`config.mk`:
```
export PLATFORM = sky130hd
export DESIGN_NAME = instruction_fetch_unit_flat
export DESIGN_NICKNAME = d
export VERILOG_FILES = /design/src/rtl/instruction_fetch_unit_if.sv /design/src/rtl/instruction_fetch_unit.sv /design/src/flat_wrapper.sv
export SDC_FILE = /design/constraint.sdc
export NUM_CORES = 1
export LEC_CHECK = 0
export ABC_CLOCK_PERIOD_IN_PS = 2900
export BUFFER_PORTS_ARGS = -buffer_cell sky130_fd_sc_hd__clkbuf_2
export CORE_MARGIN = 3
export CORE_UTILIZATION = 53
export DETAILED_ROUTE_END_ITERATION = 12
export GPL_TIMING_DRIVEN = 0
export PLACE_DENSITY = 0.84
export SYNTH_ARGS = -nofsm -noshare
export SYNTH_HDL_FRONTEND = slang
export SYNTH_SLANG_ARGS = --single-unit
```
`constraint.sdc`:
```
create_clock -name clk -period 2.9 [get_ports clk]
set_input_delay 0.29 -clock clk [delete_from_list [all_inputs] [get_ports clk]]
set_output_delay 0.29 -clock clk [all_outputs]
set_load 0.05 [all_outputs]
```
`src/rtl/instruction_fetch_unit_if.sv`:
```
// Fetch-stage bus bundle: ROM port, execute redirect, IF/ID handshake, status.
// master = fetch unit side; slave = ROM / execute / decode side.
interface instruction_fetch_unit_if;
  logic [31:0] imem_addr;
  logic [31:0] imem_rdata;
  logic        redirect_valid;
  logic [31:0] redirect_target;
  logic        id_ready;
  logic        id_valid;
  logic [31:0] id_instr;
  logic [31:0] id_pc;
  logic [31:0] id_pc_plus4;
  logic        fetch_fault;
  logic [31:0] fault_pc;
  logic [31:0] issued_count;

  modport master (
    output imem_addr,
    input  imem_rdata,
    input  redirect_valid,
    input  redirect_target,
    input  id_ready,
    output id_valid,
    output id_instr,
    output id_pc,
    output id_pc_plus4,
    output fetch_fault,
    output fault_pc,
    output issued_count
  );

  modport slave (
    input  imem_addr,
    output imem_rdata,
    output redirect_valid,
    output redirect_target,
    output id_ready,
    input  id_valid,
    input  id_instr,
    input  id_pc,
    input  id_pc_plus4,
    input  fetch_fault,
    input  fault_pc,
    input  issued_count
  );
endinterface

```
`src/rtl/instruction_fetch_unit.sv`:
```
// Fetch stage: PC, ROM addressing, IF/ID register with valid/ready, redirects.
// Ports: clk, rst (sync, active-high), bus (instruction_fetch_unit_if.master).
module instruction_fetch_unit #(
  parameter logic [31:0] RESET_PC   = 32'h0000_0000,
  parameter int          IMEM_WORDS = 64,
  parameter logic [31:0] NOP_INSTR  = 32'h0000_0013
) (
  input logic                            clk,
  input logic                            rst,
  instruction_fetch_unit_if.master       bus
);

  typedef enum logic {
    RUN,
    FAULT
  } state_e;

  // One bit wider than the PC so IMEM_WORDS*4 cannot overflow.
  localparam logic [32:0] IMEM_BYTES = 33'(IMEM_WORDS) * 33'd4;

  function automatic logic is_legal(input logic [31:0] a);
    return (a[1:0] == 2'b00) && ({1'b0, a} < IMEM_BYTES);
  endfunction

  state_e      state_q, state_d;
  logic [31:0] pc_q, pc_d;
  logic        id_valid_q, id_valid_d;
  logic [31:0] id_instr_q, id_instr_d;
  logic [31:0] id_pc_q, id_pc_d;
  logic [31:0] id_pc_plus4_q, id_pc_plus4_d;
  logic [31:0] fault_pc_q, fault_pc_d;
  logic [31:0] issued_q, issued_d;

  logic xfer;
  logic fire;

  assign xfer = id_valid_q && bus.id_ready;
  assign fire = !id_valid_q || bus.id_ready;

  always_comb begin
    state_d       = state_q;
    pc_d          = pc_q;
    id_valid_d    = id_valid_q;
    id_instr_d    = id_instr_q;
    id_pc_d       = id_pc_q;
    id_pc_plus4_d = id_pc_plus4_q;
    fault_pc_d    = fault_pc_q;
    issued_d      = issued_q;

    if (bus.redirect_valid) begin
      // Flush wins over any handshake this cycle.
      id_valid_d = 1'b0;
      pc_d       = bus.redirect_target;
      if (is_legal(bus.redirect_target)) begin
        state_d = RUN;
      end else begin
        state_d    = FAULT;
        fault_pc_d = bus.redirect_target;
      end
    end else begin
      if (xfer) begin
        issued_d = issued_q + 32'd1;
      end
      unique case (state_q)
        RUN: begin
          if (fire) begin
            if (is_legal(pc_q)) begin
              id_valid_d    = 1'b1;
              id_instr_d    = bus.imem_rdata;
              id_pc_d       = pc_q;
              id_pc_plus4_d = pc_q + 32'd4;
              pc_d          = pc_q + 32'd4;
            end else begin
              state_d    = FAULT;
              fault_pc_d = pc_q;
              id_valid_d = 1'b0;
            end
          end
        end
        FAULT: begin
          id_valid_d = 1'b0;
        end
        default: begin
          state_d = RUN;
        end
      endcase
    end
  end

  always_ff @(posedge clk) begin
    if (rst) begin
      state_q       <= RUN;
      pc_q          <= RESET_PC;
      id_valid_q    <= 1'b0;
      id_instr_q    <= NOP_INSTR;
      id_pc_q       <= 32'h0;
      id_pc_plus4_q <= 32'h0;
      fault_pc_q    <= 32'h0;
      issued_q      <= 32'h0;
    end else begin
      state_q       <= state_d;
      pc_q          <= pc_d;
      id_valid_q    <= id_valid_d;
      id_instr_q    <= id_instr_d;
      id_pc_q       <= id_pc_d;
      id_pc_plus4_q <= id_pc_plus4_d;
      fault_pc_q    <= fault_pc_d;
      issued_q      <= issued_d;
    end
  end

  assign bus.imem_addr    = pc_q;
  assign bus.id_valid     = id_valid_q;
  assign bus.id_instr     = id_valid_q ? id_instr_q : NOP_INSTR;
  assign bus.id_pc        = id_pc_q;
  assign bus.id_pc_plus4  = id_pc_plus4_q;
  assign bus.fetch_fault  = (state_q == FAULT);
  assign bus.fault_pc     = fault_pc_q;
  assign bus.issued_count = issued_q;

endmodule

```
`src/flat_wrapper.sv`:
```
// flat-port wrapper written by rule: the top's interface ports become plain ports
module instruction_fetch_unit_flat 
#(
  parameter logic [31:0] RESET_PC   = 32'h0000_0000,
  parameter int          IMEM_WORDS = 64,
  parameter logic [31:0] NOP_INSTR  = 32'h0000_0013
)
  (clk, rst, bus_imem_addr, bus_imem_rdata, bus_redirect_valid, bus_redirect_target, bus_id_ready, bus_id_valid, bus_id_instr, bus_id_pc, bus_id_pc_plus4, bus_fetch_fault, bus_fault_pc, bus_issued_count);
  instruction_fetch_unit_if bus_i ();
  input logic clk;
  input logic rst;
  output wire logic [$bits(bus_i.imem_addr)-1:0] bus_imem_addr;
  input wire logic [$bits(bus_i.imem_rdata)-1:0] bus_imem_rdata;
  input wire logic [$bits(bus_i.redirect_valid)-1:0] bus_redirect_valid;
  input wire logic [$bits(bus_i.redirect_target)-1:0] bus_redirect_target;
  input wire logic [$bits(bus_i.id_ready)-1:0] bus_id_ready;
  output wire logic [$bits(bus_i.id_valid)-1:0] bus_id_valid;
  output wire logic [$bits(bus_i.id_instr)-1:0] bus_id_instr;
  output wire logic [$bits(bus_i.id_pc)-1:0] bus_id_pc;
  output wire logic [$bits(bus_i.id_pc_plus4)-1:0] bus_id_pc_plus4;
  output wire logic [$bits(bus_i.fetch_fault)-1:0] bus_fetch_fault;
  output wire logic [$bits(bus_i.fault_pc)-1:0] bus_fault_pc;
  output wire logic [$bits(bus_i.issued_count)-1:0] bus_issued_count;
  assign bus_imem_addr = bus_i.imem_addr;
  assign bus_i.imem_rdata = bus_imem_rdata;
  assign bus_i.redirect_valid = bus_redirect_valid;
  assign bus_i.redirect_target = bus_redirect_target;
  assign bus_i.id_ready = bus_id_ready;
  assign bus_id_valid = bus_i.id_valid;
  assign bus_id_instr = bus_i.id_instr;
  assign bus_id_pc = bus_i.id_pc;
  assign bus_id_pc_plus4 = bus_i.id_pc_plus4;
  assign bus_fetch_fault = bus_i.fetch_fault;
  assign bus_fault_pc = bus_i.fault_pc;
  assign bus_issued_count = bus_i.issued_count;
  instruction_fetch_unit #(.RESET_PC(RESET_PC), .IMEM_WORDS(IMEM_WORDS), .NOP_INSTR(NOP_INSTR)) u_core (.clk(clk), .rst(rst), .bus(bus_i));
endmodule
```
==> results of run 1 <==
[metal layers]
layer / track usage [%] / share of wire [%]
met3: 7.08 / 8.8
met4: 7.53 / 1.4
met5: 0 / 0
met2: 44.7 / 48
met1: 34.1 / 42
[worst paths after layout]
| path | start | endpoint | slack, ps | depth (start not counted) |
|---|---|---|---|---|
| min | bus_imem_rdata[28] | u_core.id_instr_q[28] | 80 | 3 |
| min reg2reg | u_core.id_instr_q[16] | u_core.id_instr_q[16] | 450 | 2 |
| max | u_core.bus.imem_addr[19] | u_core.bus.id_pc_plus4[17] | 380 | 7 |
| max reg2reg | u_core.bus.imem_addr[19] | u_core.bus.id_pc_plus4[17] | 380 | 7 |
[where the power goes]
group / switching (mW) / leakage (nW) / total [mW] / internal (mW)
registers: 0.0505 / 1.56 / 2.75 / 2.69
clock network: 1.07 / 0.288 / 2.38 / 1.30
logic: 0.404 / 2.37 / 0.559 / 0.155
[cells by family after synthesis]
group                      share of synthesized area [%]
adders and majority gates                          0.339
muxes                                               4.21
and+or+nand+nor                                     25.8
AOI/OAI and AO/OA                                   11.2
DFF                                                 52.1
buffers and inverters                               3.65
xor gates and xnor gates                            2.73
[worst register-to-register path: cells and delay by family (launching register included)]
family                 cells  cell delay [ps]
buffers and inverters      2              390
DFF                        1              340
and+or+nand+nor            5             1690
[cells in the mapped netlist, drive strengths merged (4+ instances only)]
| cell | n | area (um^2) |
|---|---|---|
| dfxtp | 192 | 3840 |
| nand2 | 94 | 353 |
| and2 | 80 | 500 |
| o21ai | 64 | 320 |
| nor2 | 61 | 231 |
| a21oi | 54 | 270 |
| clkbuf | 35 | 131 |
| mux2i | 31 | 310 |
| nand2b | 30 | 188 |
| buf | 18 | 108 |
| nor4 | 14 | 93.8 |
| nand3 | 13 | 70.1 |
| nand4 | 12 | 93.8 |
| xor2 | 12 | 105 |
| or3 | 11 | 68.8 |
| xnor2 | 11 | 96.3 |
| a211oi | 10 | 95.1 |
| nor3 | 10 | 60.1 |
| inv | 8 | 30.0 |
| and3 | 7 | 43.8 |
| and4 | 7 | 63.8 |
| or4 | 5 | 37.5 |
| nand3b | 4 | 30.0 |
[registers in the layout, summed over array words and instances (netlist names)]
signal / count
u_core.bus.issued_count: 32
u_core.bus.id_valid: 1
u_core.bus.fetch_fault: 1
u_core.id_instr_q: 32
u_core.bus.imem_addr: 32
u_core.bus.id_pc_plus4: 32
u_core.bus.fault_pc: 32
u_core.bus.id_pc: 30
[area by class of cell]
type / count / share of cell area (%)
sequential: 192 / 40.5
multi-input combinational: 556 / 34.3
timing repair buffer: 260 / 13.7
clock buffer: 17 / 4.48
buffer: 53 / 2.52
tap: 176 / 2.32
clock inverter: 15 / 1.86
inverter: 8 / 0.316
==> results.tsv, run 1 <==
metric	value	unit
status	finished, final reports clean	
maximum_clock_path_buffer_count	2	
timing.final.hold_violations	0	
nets_final	1158	
rsz0062_at_grt	no	
post_synth_inst_count	809	
worst-endpoint-arrival	2840	ps
cts.htree.levels	4	
flow.area_growth_from_synthesis	28.8	%
postSynthNetCount	879	
design_area	9500	um^2
floorplan.core_area	13400	um^2
initial_core_utilization	55.0	%
clkSinkCount	192	
vias_per_cell	5.30	
synth-async-reset-ratio	0	%
post-route-min-period	2520	ps
post_drt_wl_per_cell	16.0	um
fillerInstances	1105	
grt_pass1_vias	6360	
io_pins	262	
synth_area	7370	um^2
die_area	15400	um^2
crit_slowest_cell	nor3_2	
firstDrtPassIters	5	
yosys.cell_types.count	49	
synth_edf_count	0	
cp_slowest_stage_delay	590	ps
achievable-frequency	0.397	GHz
dp_cells	1245	
p_per_area	598	nW/um^2
fp.dieH	124	um
tritoncts	yes	
synth_sequential_area_ratio	52.1	%
antenna_found_initial	0	
worst_skew_pair.late_latency	420	ps
num_rows	42	
worst-setup-path-type	reg -> reg	
yosys_warnings	0	
final_common_cell	clkbuf_2	
data_required_time_of_the_critical_path	3220	ps
finalNonFillerCells	1277	
multiInputGateArea	3260	um^2
path_delay_family	simple AND/OR/NAND/NOR gates	
grt_usage	26.7	%
num_antenna_cells	0	
detailedPlacementHpwl	15600	um
layout.area.seq	3840	um^2
postCtsSetupRepairBufs	0	
sum_of_buffers_and_inverters_on_the_critical_path	2	
hold-worst-slack	80.6	ps
hold_fix_buffers_at_cts	0	
ys_seq_elements	192	
cts-buffers-inserted	17	
gp_congestion	0.838	
crit_path_max_fanout	10	
finalSetupViolations	0	
grt_pass1_wl	32300	um
globalRouteOverflowTotal	0	
setup_slack	381	ps
num_vias	6765	
max_slew_margin	47.0	%
preCtsSetupSlack	402	ps
cap_violations	0	
detail_route.drc_violations	0	
finalCoreUtilization	70.9	%
number_of_pins_exceeding_their_max_slew_limit_in_the_final_report	0	
cpMostUsedCell	buf_2	
total_design_power	5.68	mW
postSynth.topFlopCell	dfxtp_1	
routed_wl	20500	um
grt_start_max_net_pins	19	
ant_nets	0	
worstHoldPathType	in -> reg	
worstSetupStartpointType	flop	
power.static_leakage	4.21	nW
clockRootBuffer	clkbuf_16	
ir_worst_vdd	0.469	mV
port_buffers	260	
drive_gt1_share	29.5	%
post_dp_cell_area	8900	um^2
dr.first_iter.drc_count	413	
post_cts_resized	0	
element_type_at_the_critical_path_end	flop	
post-route-period-util	86.9	%
die_x	124	um
most-common-layout-cells	260 x clkbuf_2, 192 x dfxtp_1, 94 x nand2_1	
clock_input_transition_at_the_sequential_cells_of_the_worst_setup_and_hold_paths	70	ps
synthesis.area_per_instance	9.12	um^2
series_of_cell_instances_along_the_critical_path	nor4_1, nand3_1, nor3_2, nor2_1, buf_2, buf_2, and2_1	
skew	8.73	ps
tightestPinTransition	796	ps
fin_setup_tns	0	ps
Note: power is estimated with default switching activity, not from simulation.
==> run 2: changes to the inputs <==
ABC_CLOCK_PERIOD_IN_PS = 2850   (was 2900)
CORE_UTILIZATION = 50   (was 53)
PLACE_DENSITY = 0.8   (was 0.84)
clock period = 2.85 ns   (was 2.9 ns; I/O delays follow)
==> run 2 against run 1 <==
Compared with the run above:
- via count is 1.3% lower
- total power up 1.4%
- critical path type unchanged
- wire length rose by 1.8%
- largest cell class unchanged
- utilization shrank 3.8 points
- clock-buffer cell count unchanged
- final cell count grew 0.31%
- sequential power up 1%
==> results.tsv, run 2 (synthesis gave the netlist of run 1 again) <==
metric	value	unit
post_cts_resized	0	
grt_pass1_vias	6353	
fp.dieH	127	um
p_sw_share	27.8	%
timing.final.hold_violations	0	
initial_core_utilization	52.1	%
io_pins	262	
clock_input_transition_at_the_sequential_cells_of_the_worst_setup_and_hold_paths	70	ps
globalRouteOverflowTotal	0	
cts-buffers-inserted	17	
achievable-frequency	0.398	GHz
clkSinkCount	192	
die_area	16200	um^2
power.static_leakage	4.21	nW
total_design_power	5.76	mW
grt_start_max_net_pins	20	
max_slew_margin	46.5	%
cts.htree.levels	4	
clock_power_share	41.5	%
post_drt_wl_per_cell	16.3	um
gp_congestion	0.872	
dr.first_iter.drc_count	355	
ir_worst_vdd	0.502	mV
die_x	127	um
ant_nets	0	
groute.layer.met1.usage	32.9	%
worst-setup-path-type	reg -> reg	
tightestPinTransition	802	ps
rsz0062_at_grt	no	
flow.area_growth_from_synthesis	28.7	%
cpMostUsedCell	buf_2	
multiInputGateArea	3260	um^2
worst-endpoint-arrival	2840	ps
worstSetupStartpointType	flop	
crit_path_max_fanout	10	
crit_slowest_cell	nor3_2	
fin_setup_tns	0	ps
cap_violations	0	
finalSetupViolations	0	
postCtsSetupRepairBufs	0	
maximum_clock_path_buffer_count	2	
power_frac_comb	10.0	%
detail_route.drc_violations	0	
clockRootBuffer	clkbuf_16	
num_antenna_cells	0	
skew	9.72	ps
detailedPlacementHpwl	15600	um
p_seq_share	48.5	%
hold_fix_buffers_at_cts	0	
series_of_cell_instances_along_the_critical_path	nor4_1, nand4_1, nor3_2, nor2_1, buf_2, buf_2, and2_1	
grt_usage	25.5	%
grt_util_met2	41.7	%
port_buffers	260	
top_usage_layer	met2	
final_common_cell	clkbuf_2	
global_route.usage.met3	7.57	%
fillerInstances	1225	
element_type_at_the_critical_path_end	flop	
post-route-period-util	88.2	%
nets_final	1158	
cp_slowest_stage_delay	620	ps
status	finished, final reports clean	
post-route-min-period	2510	ps
vias_per_cell	5.21	
power.net_switching	1.60	mW
floorplan.core_area	14100	um^2
most-common-layout-cells	260 x clkbuf_2, 192 x dfxtp_1, 94 x nand2_1	
antenna_found_initial	0	
worst_skew_pair.late_latency	430	ps
grt_pass1_wl	33300	um
power.internal	4.16	mW
tritoncts	yes	
firstDrtPassIters	5	
routed_wl	20900	um
num_rows	43	
worstHoldPathType	in -> reg	
number_of_pins_exceeding_their_max_slew_limit_in_the_final_report	0	
data_required_time_of_the_critical_path	3170	ps
num_vias	6678	
drive_gt1_share	29.5	%
p_per_area	607	nW/um^2
layout.area.seq	3840	um^2
==> run 2: final timing paths <==
check / startpoint / endpoint / slack (ps) / cells after the start
max: u_core.bus.imem_addr[12] / u_core.bus.id_pc_plus4[14] / 340 / 7
min: bus_imem_rdata[29] / u_core.id_instr_q[29] / 70 / 3
max reg2reg: u_core.bus.imem_addr[12] / u_core.bus.id_pc_plus4[14] / 340 / 7
min reg2reg: u_core.id_instr_q[21] / u_core.id_instr_q[21] / 450 / 2
==> run 2: power groups by stage <==
stage	registers, mW	clock network [mW]	logic (mW)
2_1_floorplan	3.05	0	0.185
3_5_place_dp	2.85	0	0.573
5_1_grt	2.80	2.55	0.614
4_1_cts	2.79	2.42	0.576
6_report	2.79	2.39	0.573
3_3_place_gp	2.85	0	0.569
==> run 2: area by class of cell <==
type,count,area share [%]
repair buffers,260,13.7
plain buffers,53,2.52
flip-flops and latches,192,40.5
clock inverters,15,1.75
clock buffers,17,4.48
well taps,180,2.37
multi-input cells,556,34.4
inverters,8,0.316
==> run 2: worst max-delay path: cells and delay by family (launching register included) <==
| kind | cells | cell delay, ps |
|---|---|---|
| and+or+nand+nor | 5 | 1680 |
| buffers and inverters | 2 | 390 |
| DFF | 1 | 340 |
==> run 2: metal layers <==
layer / vias up / routed length, um / share of wire (%)
li1: 3314 / - / -
met2: 273 / 9710 / 47
met1: 3068 / 9010 / 43
met3: 23 / 1820 / 8.7
met5: - / 0 / 0
met4: 0 / 312 / 1.5
==> run 2: stage by stage <==
stage	worst slack (ps)	cell area (um^2)	utilization (%)	hold slack, ps	instances
after detailed placement	362	8900	62.9	442	1249
after global routing	128	9490	67.1	60.0	1281
after CTS	313	9490	67.1	59.0	1281
after floorplan	685	7370	-	410	809
final	337	9490	67.1	72.1	1281
after global placement	370	8900	62.9	437	1249
==> run 3: changes to the inputs <==
ABC_AREA = 1   (was unset)
CORE_UTILIZATION = 51   (was 50)
==> run 3 against run 2 <==
Compared with the run above:
- sequential cell count unchanged
- final cell count grew 36%
- area after synthesis up 13%
- utilization decreased by 1.5 points
- clock skew decreased by 1.4 ps
- global-route usage rose by 1.1 points
- sequential power hardly changed
- maximum frequency is 4.2% higher
- setup slack improved by 100 ps
- synthesized cell count up 53%
- first-iteration DRC count rose by 44%
- register-to-register slack improved by 680 ps
==> results.tsv, run 3 <==
metric	value	unit
p_per_area	554	nW/um^2
yosys.cell_types.count	31	
max_slew_margin	52.4	%
port_buffers	260	
flow.area_growth_from_synthesis	25.8	%
clkSinkCount	192	
synth_edf_count	0	
cts.htree.levels	4	
hold_depth	3	
dp_cells	1716	
post_dp_cell_area	9880	um^2
achievable-frequency	0.415	GHz
synthesis.area_per_instance	6.70	um^2
fp.dieH	134	um
post_drt_wl_per_cell	14.0	um
yosys_warnings	0	
crit_path_max_fanout	10	
element_type_at_the_critical_path_end	primary output	
worstSetupStartpointType	flop	
routed_wl	24500	um
final_common_cell	nand2_1	
dr.first_iter.drc_count	511	
rsz0062_at_grt	no	
worst_skew_pair.late_latency	430	ps
num_rows	46	
post-route-period-util	84.6	%
vias_per_cell	5.00	
cts-buffers-inserted	17	
num_vias	8734	
rrSetupSlack	1020	ps
grt_pass1_wl	38600	um
regToRegEndpoint	u_core.bus.issued_count[18]	
fin_setup_tns	0	ps
postSynth.topFlopCell	dfxtp_1	
worst-setup-path-type	reg -> out	
worst_setup_path_startpoint	u_core.bus.id_valid	
worstHoldPathType	in -> reg	
number_of_pins_exceeding_their_max_slew_limit_in_the_final_report	0	
maximum_clock_path_buffer_count	2	
globalRouteOverflowTotal	0	
tightestPinTransition	714	ps
rr_worst_depth	9	
skew	8.29	ps
die_area	17900	um^2
grt_pass1_vias	7798	
synth_sequential_area_ratio	46.2	%
data_required_time_of_the_critical_path	2570	ps
clock_input_transition_at_the_sequential_cells_of_the_worst_setup_and_hold_paths	70	ps
postCtsSetupRepairBufs	0	
layout.area.seq	3840	um^2
finalNonFillerCells	1748	
grt_usage	26.6	%
timing.final.hold_violations	0	
finalSetupViolations	0	
detailedPlacementHpwl	18600	um
clockRootBuffer	clkbuf_16	
multiInputGateArea	3700	um^2
worst_r2r_startpoint	u_core.bus.id_valid	
detail_route.drc_violations	0	
synth_area_leader_cell	dfxtp_1	
synth_most_common_cell	nand2_1	
synth_area	8310	um^2
post-route-min-period	2410	ps
cap_violations	0	
floorplan.core_area	15900	um^2
firstDrtPassIters	5	
hold-worst-slack	83.3	ps
ys_seq_elements	192	
postSynthNetCount	1310	
ir_worst_vdd	0.467	mV
num_antenna_cells	0	
status	finished, final reports clean	
post_cts_resized	0	
antenna_found_initial	0	
fillerInstances	1524	
worst-endpoint-arrival	2130	ps
post_synth_inst_count	1240	
gp_congestion	0.902	
tritoncts	yes	
hold_fix_buffers_at_cts	0	
grt_start_max_net_pins	19	
netlist_top_cells_area	dfxtp_1 46%, nand2_1 17%, nor2_1 9.3%	
initial_core_utilization	52.1	%
die_x	134	um
nets_final	1589	
synth-async-reset-ratio	0	%
io_pins	262	
power.static_leakage	4.94	nW
ant_nets	0	
min-delay-start	bus_imem_rdata[1]	
drive_gt1_share	22.0	%
worstHoldEndpoint	u_core.id_instr_q[1]	
most-common-layout-cells	373 x nand2_1, 260 x clkbuf_2, 207 x nor2_1	
synth_top_area_share	46.2	%
synth_common_cells	373 x nand2_1, 207 x nor2_1, 192 x dfxtp_1, 119 x inv_1, 113 x a21oi_1	
design_area	10500	um^2
[run 3: cell count changes in the layout (fill, tap and decap cells not counted), moves of 23 or more]
cell | previous run | this run
nand2_1 | 94 | 373
nor2_1 | 60 | 207
inv_1 | 8 | 119
and2_1 | 80 | 0
nand3_1 | 12 | 91
a21oi_1 | 54 | 113
mux2i_1 | 31 | 0
nand2b_1 | 30 | 0
o21ai_1 | 25 | 2
[run 3: how the worst max path moves through the flow]
stage / end / cells after the start
floorplan: bus_id_instr[21] / 4
global placement: u_core.bus.issued_count[7] / 4
detailed placement: u_core.bus.imem_addr[13] / 4
CTS: bus_id_instr[26] / 5
global route: bus_id_instr[24] / 5
finish: bus_id_instr[26] / 5
[run 3: layout make-up]
| cell class | count | area share, % |
|---|---|---|
| Timing Repair Buffer | 260 | 12.4 |
| Sequential cell | 192 | 36.8 |
| Multi-Input combinational cell | 856 | 35.4 |
| Inverter | 124 | 4.45 |
| Clock buffer | 19 | 4.33 |
| Tap cell | 216 | 2.59 |
| Buffer | 68 | 2.93 |
| Clock inverter | 13 | 1.11 |
[run 3: per-layer routing]
layer  track usage, %  wire (um)  vias to the layer above  share of wire (%)
li1                 -          -                     4409                  -
met1             35.1      10600                     3979                 43
met3             5.78       1760                       37                7.2
met2             43.4      11600                      309                 47
met5                0          0                        -                  0
met4             9.43        486                        0                2.0
[run 3: worst max-delay path, cell delays in order (launching register included)]
cell and delay (ps):
dfxtp_1 440, clkbuf_1 390, buf_1 420, nand2_1 110, inv_1 70, clkbuf_2 270
[run 3: through the flow]
step           utilization, %  power (mW)  setup WS, ps
2_1_floorplan               -        3.33           916
3_5_place_dp             62.0        3.55           858
6_report                 65.6        5.79           438
5_1_grt                  65.6        6.01           236
4_1_cts                  65.6        5.83           429
3_3_place_gp             62.0        3.54           880
[run 3: logic make-up (layout without fill, tap and decap cells)]
family                   Yosys count  after routing  share of synthesized area (%)
flip-flops                       192            192                           46.2
buffers and inverters            192            484                           9.29
adder cells (fa/ha/maj)            2              2                          0.301
AO/OA/AOI/OAI                    146            146                           8.99
AND/OR/NAND/NOR                  700            700                           34.3
XOR/XNOR                           8              8                          0.843
[run 3: report_power, final]
group / total [mW] / leakage [nW] / internal, mW / switching, mW
clock: 2.31 / 0.281 / 1.20 / 1.11
combinational: 0.693 / 3.10 / 0.177 / 0.515
sequential: 2.80 / 1.56 / 2.75 / 0.0485
